==> config.mk <==
export PLATFORM = sky130hd
export DESIGN_NAME = move_check_ctrl
export DESIGN_NICKNAME = d
export VERILOG_FILES = /design/src/rtl/chess_pkg.sv /design/src/rtl/move_precheck.sv /design/src/rtl/move_check_ctrl.sv
export SDC_FILE = /design/constraint.sdc
export NUM_CORES = 1
export LEC_CHECK = 0
export ABC_AREA = 1
export CAP_MARGIN = 20
export CELL_PAD_IN_SITES_DETAIL_PLACEMENT = 0
export CELL_PAD_IN_SITES_GLOBAL_PLACEMENT = 1
export CORE_MARGIN = 1.5
export CORE_UTILIZATION = 34
export CTS_CLUSTER_DIAMETER = 150
export DETAILED_ROUTE_END_ITERATION = 10
export HOLD_SLACK_MARGIN = 0.02
export PLACE_DENSITY = 0.84
export SLEW_MARGIN = 20
export SYNTH_ARGS = -nofsm -noshare
export SYNTH_HDL_FRONTEND = slang
export SYNTH_SLANG_ARGS = --single-unit
==> constraint.sdc <==
create_clock -name clk -period 2.3 [get_ports clk]
set_input_delay 0.23 -clock clk [delete_from_list [all_inputs] [get_ports clk]]
set_output_delay 0.23 -clock clk [all_outputs]
set_load 0.005 [all_outputs]
==> src/rtl/chess_pkg.sv <==
// Shared types for the move-check controller: piece encoding, result codes and FSM states.
package chess_pkg;

    typedef enum logic [2:0] {
        PAWN   = 3'd0,
        KNIGHT = 3'd1,
        BISHOP = 3'd2,
        ROOK   = 3'd3,
        QUEEN  = 3'd4,
        KING   = 3'd5
    } piece_kind_e;

    localparam logic [3:0] EMPTY        = 4'd15;
    localparam int         COLOUR_BIT   = 3;
    localparam int         NUM_CHECKERS = 6;

    typedef enum logic [2:0] {
        OK          = 3'd0,
        SAME_SQ     = 3'd1,
        EMPTY_SRC   = 3'd2,
        OWN_CAPTURE = 3'd3,
        BAD_PIECE   = 3'd4,
        REJECTED    = 3'd5,
        TIMEOUT     = 3'd6
    } res_code_e;

    typedef enum logic [2:0] {
        IDLE     = 3'd0,
        PRECHECK = 3'd1,
        DISPATCH = 3'd2,
        WAIT     = 3'd3,
        RESP     = 3'd4
    } fsm_state_e;

    function automatic logic [2:0] abs_diff(input logic [2:0] a, input logic [2:0] b);
        return (a > b) ? (a - b) : (b - a);
    endfunction

endpackage

==> src/rtl/move_precheck.sv <==
// Combinational square deltas and cheap reject checks that need no piece-specific checker.
module move_precheck
    import chess_pkg::*;
(
    input  logic [2:0] old_x,
    input  logic [2:0] old_y,
    input  logic [2:0] new_x,
    input  logic [2:0] new_y,
    input  logic [3:0] src_piece,
    input  logic [3:0] dst_piece,
    output logic [2:0] h_delta,
    output logic [2:0] v_delta,
    output logic       reject,
    output logic [2:0] reject_code
);

    // Ordering of the if-chain is the priority: first matching reason is reported.
    always_comb begin
        h_delta     = abs_diff(new_x, old_x);
        v_delta     = abs_diff(new_y, old_y);
        reject      = 1'b1;
        reject_code = OK;
        if (old_x == new_x && old_y == new_y) begin
            reject_code = SAME_SQ;
        end else if (src_piece == EMPTY) begin
            reject_code = EMPTY_SRC;
        end else if (src_piece[2:0] > KING) begin
            reject_code = BAD_PIECE;
        end else if (dst_piece != EMPTY &&
                     dst_piece[COLOUR_BIT] == src_piece[COLOUR_BIT]) begin
            reject_code = OWN_CAPTURE;
        end else begin
            reject = 1'b0;
        end
    end

endmodule

==> src/rtl/move_check_ctrl.sv <==
// Move-check controller: accepts a move, pre-rejects trivial cases, dispatches to one
// piece checker, waits with timeout and returns the verdict. Optional MOVE_CHECK_STATS_EN.
module move_check_ctrl
    import chess_pkg::*;
#(
    parameter int TIMEOUT_CYCLES = 16
) (
    input  logic        clk,
    input  logic        reset,
    input  logic        req_valid,
    output logic        req_ready,
    input  logic [2:0]  old_x,
    input  logic [2:0]  old_y,
    input  logic [2:0]  new_x,
    input  logic [2:0]  new_y,
    input  logic [3:0]  src_piece,
    input  logic [3:0]  dst_piece,
    output logic [5:0]  chk_start,
    output logic [2:0]  chk_old_x,
    output logic [2:0]  chk_old_y,
    output logic [2:0]  chk_new_x,
    output logic [2:0]  chk_new_y,
    output logic [2:0]  chk_h_delta,
    output logic [2:0]  chk_v_delta,
    input  logic [5:0]  chk_done,
    input  logic [5:0]  chk_legal,
    output logic        res_valid,
    input  logic        res_ready,
    output logic        res_legal,
    output logic [2:0]  res_code,
    output logic [15:0] stat_legal_cnt,
    output logic [15:0] stat_illegal_cnt
);

    localparam logic [7:0] TO_LAST = 8'(TIMEOUT_CYCLES - 1);

    fsm_state_e state_reg, state_next;
    logic [2:0] old_x_reg, old_y_reg, new_x_reg, new_y_reg;
    logic [3:0] src_reg, dst_reg;
    logic [2:0] h_delta_reg, v_delta_reg;
    logic [5:0] chk_start_reg;
    logic [7:0] to_cnt_reg;
    logic       res_legal_reg;
    logic [2:0] res_code_reg;

    logic [2:0] pre_h_delta, pre_v_delta, pre_code;
    logic       pre_reject;
    logic [5:0] kind_onehot;
    logic       done_sel, legal_sel, timeout_hit, accept;

    move_precheck u_precheck (
        .old_x       (old_x_reg),
        .old_y       (old_y_reg),
        .new_x       (new_x_reg),
        .new_y       (new_y_reg),
        .src_piece   (src_reg),
        .dst_piece   (dst_reg),
        .h_delta     (pre_h_delta),
        .v_delta     (pre_v_delta),
        .reject      (pre_reject),
        .reject_code (pre_code)
    );

    genvar gi;
    generate
        for (gi = 0; gi < NUM_CHECKERS; gi++) begin : g_kind
            assign kind_onehot[gi] = (src_reg[2:0] == 3'(gi));
        end
    endgenerate

    // Only the dispatched checker's flags matter; stray done bits are masked off here.
    assign done_sel    = |(chk_done & kind_onehot);
    assign legal_sel   = |(chk_legal & kind_onehot);
    assign timeout_hit = (to_cnt_reg == TO_LAST);
    assign req_ready   = (state_reg == IDLE) && !reset;
    assign accept      = req_valid && req_ready;

    always_comb begin
        state_next = state_reg;
        case (state_reg)
            IDLE:     if (accept) state_next = PRECHECK;
            PRECHECK: state_next = pre_reject ? RESP : DISPATCH;
            DISPATCH: state_next = WAIT;
            WAIT:     if (done_sel || timeout_hit) state_next = RESP;
            RESP:     if (res_ready) state_next = IDLE;
            default:  state_next = IDLE;
        endcase
    end

    always_ff @(posedge clk) begin
        if (reset) begin
            state_reg     <= IDLE;
            old_x_reg     <= '0;
            old_y_reg     <= '0;
            new_x_reg     <= '0;
            new_y_reg     <= '0;
            src_reg       <= '0;
            dst_reg       <= '0;
            h_delta_reg   <= '0;
            v_delta_reg   <= '0;
            chk_start_reg <= '0;
            to_cnt_reg    <= '0;
            res_legal_reg <= 1'b0;
            res_code_reg  <= OK;
        end else begin
            state_reg     <= state_next;
            chk_start_reg <= (state_next == DISPATCH) ? kind_onehot : 6'd0;
            case (state_reg)
                IDLE: begin
                    if (accept) begin
                        old_x_reg <= old_x;
                        old_y_reg <= old_y;
                        new_x_reg <= new_x;
                        new_y_reg <= new_y;
                        src_reg   <= src_piece;
                        dst_reg   <= dst_piece;
                    end
                end
                PRECHECK: begin
                    h_delta_reg <= pre_h_delta;
                    v_delta_reg <= pre_v_delta;
                    if (pre_reject) begin
                        res_legal_reg <= 1'b0;
                        res_code_reg  <= pre_code;
                    end
                end
                DISPATCH: to_cnt_reg <= '0;
                WAIT: begin
                    // A done seen on the final timeout cycle still wins.
                    if (done_sel) begin
                        res_legal_reg <= legal_sel;
                        res_code_reg  <= legal_sel ? OK : REJECTED;
                    end else if (timeout_hit) begin
                        res_legal_reg <= 1'b0;
                        res_code_reg  <= TIMEOUT;
                    end else begin
                        to_cnt_reg <= to_cnt_reg + 8'd1;
                    end
                end
                default: ;
            endcase
        end
    end

    assign chk_start   = chk_start_reg;
    assign chk_old_x   = old_x_reg;
    assign chk_old_y   = old_y_reg;
    assign chk_new_x   = new_x_reg;
    assign chk_new_y   = new_y_reg;
    assign chk_h_delta = h_delta_reg;
    assign chk_v_delta = v_delta_reg;
    assign res_valid   = (state_reg == RESP);
    assign res_legal   = res_legal_reg;
    assign res_code    = res_code_reg;

`ifdef MOVE_CHECK_STATS_EN
    logic [15:0] stat_legal_reg, stat_illegal_reg;

    always_ff @(posedge clk) begin
        if (reset) begin
            stat_legal_reg   <= '0;
            stat_illegal_reg <= '0;
        end else if (res_valid && res_ready) begin
            if (res_legal_reg) begin
                if (stat_legal_reg != 16'hFFFF) stat_legal_reg <= stat_legal_reg + 16'd1;
            end else begin
                if (stat_illegal_reg != 16'hFFFF) stat_illegal_reg <= stat_illegal_reg + 16'd1;
            end
        end
    end

    assign stat_legal_cnt   = stat_legal_reg;
    assign stat_illegal_cnt = stat_illegal_reg;
`else
    assign stat_legal_cnt   = 16'd0;
    assign stat_illegal_cnt = 16'd0;
`endif

endmodule

Word level (Yosys, flattened, before mapping):

Cells that the tools add are included.

* multiplexer cells: 27
* reduce and logical (&&, ||, !) cells: 16
* order comparisons: 3
* equal/unequal tests: 20
* $add $sub $neg: 5
* bitwise gates (word level): 3

Operators with widths (number)
* $mux W3: 13
* $mux W8: 2
* $pmux W8 S2: 1
* $eq A3 B2 Y1 const B: 5
* $pmux W3 S5: 1
* $and A6 B6 Y6: 2
* $reduce_or A6 Y1: 2
* $sub A3 B3 Y3: 4
* $eq A3 B3 Y1 const B: 3
* $add A8 B1 Y8 const B: 1
* $eq A8 B4 Y1 const B: 1
* $mux W1: 7
* $eq A3 B1 Y1 const B: 2
* $eq A3 B3 Y1: 2
* $gt A3 B3 Y1: 2
* $logic_not A3 Y1: 2
* $ne A2 B2 Y1 const B: 3
* $pmux W3 S2: 1
* $reduce_and A3 Y1: 2
* $eq A4 B4 Y1 const B: 1
* $logic_and A1 B1 Y1: 4
* $ne A4 B4 Y1 const B: 1
* $reduce_bool A2 Y1: 2
* $gt A3 B3 Y1 const B: 1
* other kinds (9): 9

* flip-flop bits (word level): 47

Depth between registers and ports, before layout:

Gate-level depths: netlist of the first run.

* depth in word-level cells: 11
* gate-level depth with buffers: 11

By module:

A second synthesis of the first run with hierarchy kept.

* cell total of the unflattened synthesis: 382
* area, all modules: 2782.7 sq um

By module, submodules not included
* move_check_ctrl: area each 2312.2 sq um, cells each 308, times used 1
* move_precheck: area each 470.5 sq um, cells each 74, times used 1

Worst setup path after synthesis of the first run:

No wires, ideal clock.

* path kind: reg2reg
* start point: register old_x_reg[1] (netlist: chk_old_x[1])
* end point: register res_code_reg[0] (netlist: res_code[0])
* path buffers: 0
* cell stages (with the launch flop): 12
* period minus slack after synthesis: 1611 ps
* arrival time: 1500 ps
* path slack: 689 ps
* cell sequence: dfxtp_1 > inv_1 > ha_1 > nand3_1 > nor2_1 > inv_1 > nand4_1 > nand2_1 > nand2_2 > inv_1 > nor2_1 > nor2_1

* longest elaborated chain between the ends: 5
* elaborated cells between the ends (all ways): 8
* those cells by class: eq/ne (2); mux (4); reduce/logical (2)

Ends and longest elaborated chain
* start, declared: line move_check_ctrl.sv:38 `logic [2:0] old_x_reg, old_y_reg, new_x_reg, new_y_reg;`
* start signal, assigned: line move_check_ctrl.sv:111 `old_x_reg <= old_x;`
* $eq A3 B3 Y1 *: line move_precheck.sv:23 `if (old_x == new_x && old_y == new_y) begin`
* $logic_and A1 B1 Y1 *: line move_precheck.sv:23
* $mux W3 or $mux W1 (tied branches): line move_precheck.sv:23
* $mux W3 or $ne A2 B2 Y1 (tied branches)
* $pmux W3 S2 or $reduce_and A3 Y1 (tied branches)
* end signal, assigned: line move_check_ctrl.sv:124 `res_code_reg <= pre_code;`
* end signal, assigned: line move_check_ctrl.sv:132 `res_code_reg <= legal_sel ? OK : REJECTED;`
* end, declared: line move_check_ctrl.sv:44 `logic [2:0] res_code_reg;`

Every way passes the cells marked *; elsewhere a longest branch is shown, timed or not. The select of a mux whose other input is x is not followed.
A chain may end at the register's enable or synchronous reset.

Worst setup path after layout of the first run:

* start point: register state_reg[1]
* end point: output req_ready

* longest elaborated chain between the ends: 2

Ends and longest elaborated chain
* start, declared: line move_check_ctrl.sv:37 `fsm_state_e state_reg, state_next;`
* start signal, assigned: line move_check_ctrl.sv:106 `state_reg <= state_next;`
* $logic_not A3 Y1: line move_check_ctrl.sv:75 `assign req_ready = (state_reg == IDLE) && !reset;`
* $logic_and A1 B1 Y1: line move_check_ctrl.sv:75
* end, declared: line move_check_ctrl.sv:11 `output logic req_ready,`

No other way between the ends.

==> results of run 1 <==
==> layout by cell type (no fill, tap or decap), drive strengths merged <==
| cell type | instances |
|---|---|
| clkinvlp | 1 |
| nor2 | 36 |
| clkbuf | 6 |
| o21ai | 23 |
| inv | 35 |
| xnor2 | 3 |
| conb | 32 |
| xor2 | 6 |
| nand3 | 28 |
| nand4 | 7 |
| nand2 | 66 |
| nor4 | 2 |
| fa | 4 |
| ha | 9 |
| clkdlybuf4s50 | 65 |
| a21oi | 34 |
| dfxtp | 47 |
| nand3b | 3 |
| nor3 | 4 |
| clkinv | 2 |
| buf | 5 |
| a31oi | 2 |
| o211ai | 4 |
| or2 | 2 |
==> per-layer routing <==
metal,vias up,global-route usage [%],part of all wire (%)
met3,15,3.41,5.0
met2,67,24.2,46
met1,1058,19.3,46
met5,-,0,0
met4,0,6.44,2.8
li1,1236,-,-
==> cells by family (layout without fill, tap and decap cells) <==
group | after synthesis | in the layout | synth area share [%]
xor gates and xnor gates | 9 | 9 | 2.84
buffers and inverters | 81 | 114 | 17.4
adders and majority gates | 13 | 13 | 6.93
and+or+nand+nor | 148 | 148 | 25.9
other | 1 | 32 | 0.135
DFF | 47 | 47 | 33.8
AOI/OAI and AO/OA | 63 | 63 | 13.0
==> power breakdown <==
group	leakage, nW	total (mW)	internal [mW]	switching, mW
sequential	0.383	0.903	0.860	0.0432
clock	0.0412	0.494	0.213	0.281
combinational	0.985	0.466	0.227	0.239
==> tightest hold or removal path, stage by stage, from the launching register on <==
cell,delay (ns)
sky130_fd_sc_hd__dfxtp_1,0.32
sky130_fd_sc_hd__nand2_1,0.06
sky130_fd_sc_hd__a21oi_1,0.05
==> per-stage QoR <==
step | std cells | setup slack [ns] | instance area, um^2
finish | 528 | 0.469 | 3450
global route | 528 | 0.282 | 3450
CTS | 528 | 0.440 | 3450
detailed placement | 520 | 0.473 | 3370
global placement | 520 | 0.536 | 3370
floorplan | 393 | 0.689 | 2900
==> area by class of cell <==
| type | count | area [um^2] | area share [%] |
|---|---|---|---|
| Multi-Input combinational cell | 265 | 1470 | 42.7 |
| Timing Repair Buffer | 70 | 688 | 19.9 |
| Clock buffer | 6 | 72.6 | 2.10 |
| Inverter | 36 | 136 | 3.95 |
| Sequential cell | 47 | 941 | 27.3 |
| Tap cell | 102 | 128 | 3.70 |
| Clock inverter | 2 | 12.5 | 0.363 |
==> worst min-delay path by stage <==
| stage | startpoint | to | slack [ns] | cells past startpoint |
|---|---|---|---|---|
| 2_1_floorplan | new_x[2] | chk_new_x[2] | 0.37 | 2 |
| 3_3_place_gp | dst_reg[0] | dst_reg[0] | 0.46 | 2 |
| 3_5_place_dp | dst_reg[0] | dst_reg[0] | 0.47 | 2 |
| 4_1_cts | new_y[2] | chk_new_y[2] | 0.48 | 3 |
| 5_1_grt | new_x[2] | chk_new_x[2] | 0.49 | 3 |
| 6_report | dst_reg[0] | dst_reg[0] | 0.47 | 2 |
==> metrics.txt, run 1 <==
# TYPE chip_impl_metric gauge
chip_impl_info{name="tritoncts",value="yes"} 1
chip_impl_metric{name="fill_cells",unit=""} 831
chip_impl_info{name="cp_top_family",value="buffers and inverters"} 1
chip_impl_metric{name="total_leakage_power",unit="nW"} 1.41
chip_impl_metric{name="synth_edf_count",unit=""} 0
chip_impl_metric{name="fp.coreArea",unit="um^2"} 7810
chip_impl_info{name="clk_root_buffer_cell",value="sky130_fd_sc_hd__clkbuf_8"} 1
chip_impl_metric{name="cts.hold.buffers_added",unit=""} 0
chip_impl_metric{name="layout.core_utilization",unit="%"} 44.2
chip_impl_metric{name="detail_route.vias_per_cell",unit=""} 4.50
chip_impl_metric{name="ctsLongestPathBuffers",unit=""} 2
chip_impl_info{name="synth_most_common_cell",value="sky130_fd_sc_hd__nand2_1"} 1
chip_impl_metric{name="period_minus_slack",unit="ns"} 1.83
chip_impl_metric{name="power.density",unit="nW/um^2"} 540
chip_impl_metric{name="largest_net_degree_at_the_start_of_global_routing",unit=""} 37
chip_impl_metric{name="max_clock_freq",unit="MHz"} 546
chip_impl_metric{name="cp.required",unit="ns"} 2.07
chip_impl_metric{name="antenna_found_initial",unit=""} 0
chip_impl_metric{name="detailedPlacementHpwl",unit="mm"} 4.85
chip_impl_info{name="worst_setup_sp_type",value="flip-flop"} 1
chip_impl_metric{name="antenna_left",unit=""} 0
chip_impl_metric{name="synthesis.area",unit="um^2"} 2780
chip_impl_metric{name="total_power",unit="mW"} 1.86
chip_impl_metric{name="total_of_flip_flops_plus_latches_after_synthesis",unit=""} 47
chip_impl_metric{name="gp_congestion",unit=""} 0.826
chip_impl_metric{name="start_util",unit="%"} 35.6
chip_impl_metric{name="yosysUniqueCellTypes",unit=""} 37
chip_impl_info{name="worst_r2r_startpoint",value="chk_old_y[2]"} 1
chip_impl_metric{name="grt_first_pass_wirelength",unit="mm"} 10.4
chip_impl_metric{name="cap_viol_max_count",unit=""} 0
chip_impl_metric{name="drt_pre_antenna_iters",unit=""} 4
chip_impl_metric{name="post_synth_inst_count",unit=""} 362
chip_impl_info{name="endpoint",value="req_ready"} 1
chip_impl_info{name="synthTopCellsByArea",value="sky130_fd_sc_hd__dfxtp_1, sky130_fd_sc_hd__buf_4, sky130_fd_sc_hd__nand2_1"} 1
chip_impl_metric{name="ir_drop",unit="mV"} 0.229
chip_impl_metric{name="final_layout_size_suffix_gt1_share",unit="%"} 11.0
chip_impl_metric{name="timing.clock.skew",unit="ns"} 0.0101
chip_impl_metric{name="clkLatencyLatePin",unit="ns"} 0.30
chip_impl_metric{name="grt_usage",unit="%"} 15.1
chip_impl_metric{name="die_area",unit="um^2"} 8730
chip_impl_metric{name="synth_area_per_cell",unit="um^2"} 7.68
chip_impl_metric{name="cp.depth",unit=""} 4
chip_impl_metric{name="vias",unit=""} 2376
chip_impl_metric{name="routed_wire_length_per_instance",unit="um"} 11.9
chip_impl_metric{name="critPathMaxFanout",unit=""} 4
chip_impl_metric{name="async_flop_share",unit="%"} 0
chip_impl_metric{name="die_w",unit="um"} 93.4
chip_impl_info{name="rsz0062_at_grt",value="no"} 1
chip_impl_metric{name="critical_path.max_stage_delay",unit="ns"} 0.59
chip_impl_metric{name="number_of_nets_in_the_layout",unit=""} 474
chip_impl_metric{name="cts.repair.resized",unit=""} 0
chip_impl_info{name="criticalPathCategory",value="flip-flop to primary output"} 1
chip_impl_info{name="hp-class",value="flip-flop to flip-flop"} 1
chip_impl_info{name="synth_top_cells_by_count",value="sky130_fd_sc_hd__nand2_1, sky130_fd_sc_hd__dfxtp_1, sky130_fd_sc_hd__nor2_1"} 1
chip_impl_metric{name="crit_buf_inv",unit=""} 2
chip_impl_info{name="endpoint_of_the_lowest_slack_register_to_register_path",value="res_code[0]"} 1
chip_impl_metric{name="critPathArrivalTime",unit="ns"} 1.60
chip_impl_metric{name="post-route-period-util",unit="%"} 79.6
chip_impl_metric{name="synth_seq_area_share",unit="%"} 33.8
chip_impl_metric{name="clock_pin_transition_on_the_worst_setup_and_hold_timing_paths",unit="ns"} 0.08
chip_impl_metric{name="regToRegSetupSlack",unit="ns"} 0.49
chip_impl_metric{name="antenna-diode-count",unit=""} 0
chip_impl_metric{name="reg2regPathDepth",unit=""} 11
chip_impl_metric{name="grt_overflow",unit=""} 0
chip_impl_metric{name="cts_made_buffers",unit=""} 5
chip_impl_metric{name="placement_rows",unit=""} 32
chip_impl_metric{name="largest_register_ff_count",unit=""} 8
chip_impl_metric{name="yosys_top_cell_area_share",unit="%"} 33.8
chip_impl_info{name="ordered_cell_list_for_the_critical_path",value="nor2_1 -> inv_1 -> nor3_2 -> clkdlybuf4s50_1"} 1
chip_impl_info{name="run_status",value="finished clean"} 1
chip_impl_info{name="yosysTopAreaCell",value="sky130_fd_sc_hd__dfxtp_1"} 1
chip_impl_metric{name="iteration_0_drc_markers",unit=""} 115
chip_impl_metric{name="first_global_vias",unit=""} 2267
chip_impl_metric{name="totalWireLength",unit="mm"} 6.29
chip_impl_metric{name="finalHoldWorstSlack",unit="ns"} 0.474
chip_impl_metric{name="setup_viol_count_final",unit=""} 0
chip_impl_metric{name="cts_setup_buffers",unit=""} 0
chip_impl_metric{name="die_height",unit="um"} 93.4
chip_impl_metric{name="io_buffers",unit=""} 65
chip_impl_metric{name="accumulated_negative_setup_slack",unit="ns"} 0
chip_impl_info{name="timing.critical_path.from",value="state_reg[1]"} 1
chip_impl_info{name="end_kind",value="primary output"} 1
chip_impl_metric{name="floorplan.io_pins",unit=""} 98
chip_impl_metric{name="cts_htree_levels",unit=""} 2
chip_impl_metric{name="yosys_warnings",unit=""} 0
chip_impl_metric{name="area_growth_syn_to_layout",unit="%"} 24.1
chip_impl_metric{name="slew_violations",unit=""} 0
chip_impl_metric{name="drc",unit=""} 0
chip_impl_info{name="cpMaxStageDelayCell",value="sky130_fd_sc_hd__clkdlybuf4s50_1"} 1
chip_impl_metric{name="final-hold-violation-count",unit=""} 0
chip_impl_metric{name="tritoncts_num_sinks",unit=""} 47
chip_impl_info{name="ys.flop_type",value="sky130_fd_sc_hd__dfxtp_1"} 1
Power figures use the tool's default switching activity.
==> run 2, diff against run 1 <==
Settings changed: CORE_UTILIZATION 34 to 32, PLACE_DENSITY 0.84 to 0.79.
Clock period 2.3 ns to 1.74 ns, I/O delays scaled along.
==> run 2 against run 1 <==
  * Register-to-register slack worse by 0.39 ns
  * Clock skew fell by 0.0024 ns
  * Routed wire length rose by 3.6%
  * Global-route usage fell by 0.39 points
  * Final area is 7.3% higher
  * Cell count increased by 3.6%
  * First-iteration DRC count is 40% lower
  * Critical path depth unchanged
  * Die area up 6.1%
  * Flip-flop and latch count is the same
  * Critical path type unchanged
==> metrics.txt, run 2 (synthesis results as in run 1) <==
# TYPE chip_impl_metric gauge
chip_impl_metric{name="ctsLongestPathBuffers",unit=""} 2
chip_impl_metric{name="critPathArrivalTime",unit="ns"} 1.47
chip_impl_metric{name="io_buffers",unit=""} 65
chip_impl_metric{name="total_leakage_power",unit="nW"} 1.52
chip_impl_metric{name="iteration_0_drc_markers",unit=""} 69
chip_impl_metric{name="max_clock_freq",unit="MHz"} 610
chip_impl_metric{name="power.density",unit="nW/um^2"} 705
chip_impl_info{name="final_common_cell",value="sky130_fd_sc_hd__clkdlybuf4s50_1"} 1
chip_impl_metric{name="critPathMaxFanout",unit=""} 4
chip_impl_metric{name="die_area",unit="um^2"} 9260
chip_impl_metric{name="drt_pre_antenna_iters",unit=""} 4
chip_impl_metric{name="number_of_nets_in_the_layout",unit=""} 490
chip_impl_metric{name="seq_power_share",unit="%"} 45.5
chip_impl_metric{name="gp_congestion",unit=""} 0.809
chip_impl_metric{name="totalWireLength",unit="mm"} 6.52
chip_impl_metric{name="slew_violations",unit=""} 0
chip_impl_metric{name="die_height",unit="um"} 96.2
chip_impl_metric{name="drc",unit=""} 0
chip_impl_metric{name="switching_share",unit="%"} 30.0
chip_impl_info{name="hp-class",value="input port to flip-flop"} 1
chip_impl_metric{name="clkLatencyLatePin",unit="ns"} 0.30
chip_impl_metric{name="final-seq-area",unit="um^2"} 950
chip_impl_info{name="path_common_cell",value="sky130_fd_sc_hd__nor2_2"} 1
chip_impl_metric{name="cts_setup_buffers",unit=""} 0
chip_impl_metric{name="grt_overflow",unit=""} 0
chip_impl_metric{name="cts_made_buffers",unit=""} 5
chip_impl_metric{name="routed_wire_length_per_instance",unit="um"} 11.9
chip_impl_metric{name="internal_power",unit="mW"} 1.83
chip_impl_metric{name="cp.required",unit="ns"} 1.57
chip_impl_metric{name="setup_viol_count_final",unit=""} 0
chip_impl_metric{name="multi_input_area",unit="um^2"} 1570
chip_impl_metric{name="vias",unit=""} 2457
chip_impl_metric{name="timing.clock.skew",unit="ns"} 0.00764
chip_impl_metric{name="switching_power",unit="mW"} 0.784
chip_impl_metric{name="postPlaceCellArea",unit="um^2"} 3500
chip_impl_metric{name="clock_pin_transition_on_the_worst_setup_and_hold_timing_paths",unit="ns"} 0.09
chip_impl_metric{name="clockPowerShare",unit="%"} 27.0
chip_impl_info{name="ordered_cell_list_for_the_critical_path",value="nor2_2 -> inv_2 -> nor2_2 -> clkdlybuf4s50_1"} 1
chip_impl_metric{name="critical_path.max_stage_delay",unit="ns"} 0.51
chip_impl_metric{name="largest_net_degree_at_the_start_of_global_routing",unit=""} 22
chip_impl_info{name="run_status",value="finished clean"} 1
chip_impl_metric{name="antenna-diode-count",unit=""} 0
chip_impl_metric{name="ir_drop",unit="mV"} 0.333
chip_impl_metric{name="largest_register_ff_count",unit=""} 8
chip_impl_metric{name="fp.coreArea",unit="um^2"} 8300
chip_impl_metric{name="detailedPlacementHpwl",unit="mm"} 4.95
chip_impl_metric{name="antenna_left",unit=""} 0
chip_impl_metric{name="grt_first_pass_wirelength",unit="mm"} 10.7
chip_impl_info{name="layout_common_cells",value="sky130_fd_sc_hd__clkdlybuf4s50_1, sky130_fd_sc_hd__nand2_1, sky130_fd_sc_hd__dfxtp_1, sky130_fd_sc_hd__conb_1"} 1
chip_impl_info{name="criticalPathCategory",value="flip-flop to primary output"} 1
chip_impl_info{name="tritoncts",value="yes"} 1
chip_impl_metric{name="first_global_vias",unit=""} 2373
chip_impl_metric{name="tritoncts_num_sinks",unit=""} 47
chip_impl_metric{name="pwr-share-comb",unit="%"} 27.5
chip_impl_metric{name="accumulated_negative_setup_slack",unit="ns"} 0
chip_impl_metric{name="grt_usage",unit="%"} 14.7
chip_impl_metric{name="regToRegSetupSlack",unit="ns"} 0.10
chip_impl_metric{name="crit_buf_inv",unit=""} 2
chip_impl_info{name="cp_top_family",value="buffers and inverters"} 1
chip_impl_metric{name="placement_rows",unit=""} 33
chip_impl_info{name="cpMaxStageDelayCell",value="sky130_fd_sc_hd__clkdlybuf4s50_1"} 1
chip_impl_info{name="worst_setup_sp_type",value="flip-flop"} 1
chip_impl_metric{name="cts.hold.buffers_added",unit=""} 0
chip_impl_metric{name="area_growth_syn_to_layout",unit="%"} 33.2
chip_impl_info{name="clk_root_buffer_cell",value="sky130_fd_sc_hd__clkbuf_8"} 1
chip_impl_metric{name="period_minus_slack",unit="ns"} 1.64
chip_impl_metric{name="final_layout_size_suffix_gt1_share",unit="%"} 19.0
chip_impl_metric{name="fill_cells",unit=""} 831
chip_impl_info{name="end_kind",value="primary output"} 1
chip_impl_metric{name="antenna_found_initial",unit=""} 0
chip_impl_metric{name="cts_htree_levels",unit=""} 2
chip_impl_metric{name="die_w",unit="um"} 96.2
chip_impl_metric{name="final-hold-violation-count",unit=""} 0
chip_impl_metric{name="post-route-period-util",unit="%"} 94.2
chip_impl_metric{name="finalInstanceArea",unit="um^2"} 3700
chip_impl_metric{name="floorplan.io_pins",unit=""} 98
chip_impl_metric{name="layout.core_utilization",unit="%"} 44.6
chip_impl_metric{name="start_util",unit="%"} 33.5
chip_impl_metric{name="detail_route.vias_per_cell",unit=""} 4.49
chip_impl_metric{name="cap_viol_max_count",unit=""} 0
-- run 2: cell count changes in the layout (fill, tap and decap cells not counted), sizes merged --
cell / before / now
dlygate4sd2: 0 / 1
clkdlybuf4s50: 65 / 64
buf: 5 / 21
clkinvlp: 1 / 0
clkbuf: 6 / 7
-- run 2: worst paths after layout --
check                                       to          from  cells past startpoint
worst max-delay path                 res_valid  state_reg[1]                      4
worst min-delay path              chk_new_y[2]      new_y[2]                      3
worst max register to register  chk_h_delta[2]  chk_new_x[0]                      7
worst min register to register      dst_reg[0]    dst_reg[0]                      2
-- run 2: what timing repair did --
action                                  in CTS  in global routing
cloned                                       0                  0
pin swaps                                    0                  3
endpoints found under the setup margin       1                 14
resized for setup                            2                 22
-- run 2: worst register-to-register path: stages, from the launching register on --
cell and delay (ns):
sky130_fd_sc_hd__dfxtp_1 0.40, sky130_fd_sc_hd__inv_1 0.08, sky130_fd_sc_hd__ha_1 0.22, sky130_fd_sc_hd__fa_1 0.39, sky130_fd_sc_hd__xor2_1 0.17, sky130_fd_sc_hd__o211ai_1 0.18
sky130_fd_sc_hd__o211ai_1 0.11, sky130_fd_sc_hd__inv_1 0.06
-- run 2: layer usage --
layer / up-vias / global-route usage, % / routed length [um]
met2: 62 / 26.3 / 3130
met1: 1112 / 17.7 / 2970
met5: - / 0 / 0
li1: 1272 / - / -
met3: 11 / 2.53 / 288
met4: 0 / 4.78 / 131
-- run 2: power by group through the flow --
stage	Combinational (mW)	Sequential (mW)	Clock, mW
2_1_floorplan	0.436	1.20	0
3_3_place_gp	0.676	1.21	0
3_5_place_dp	0.685	1.21	0
4_1_cts	0.688	1.18	0.736
5_1_grt	0.819	1.20	0.777
6_report	0.718	1.19	0.705
-- run 2: cell type report --
cell class / count / share of cell area [%]
multi-input combinational: 265 / 42.4
sequential: 47 / 25.6
timing repair buffer: 86 / 22.1
inverter: 36 / 3.68
tap: 105 / 3.55
clock buffer: 7 / 2.33
clock inverter: 1 / 0.236
-- run 2: through the flow --
| stage | hold WS (ns) | worst slack, ns | instances | power (mW) |
|---|---|---|---|---|
| global route | 0.419 | -0.0217 | 547 | 2.79 |
| detailed placement | 0.457 | 0.0284 | 539 | 1.89 |
| finish | 0.423 | 0.100 | 547 | 2.61 |
| floorplan | 0.317 | 0.129 | 393 | 1.64 |
| global placement | 0.452 | 0.0646 | 539 | 1.88 |
| CTS | 0.416 | 0.0148 | 547 | 2.61 |
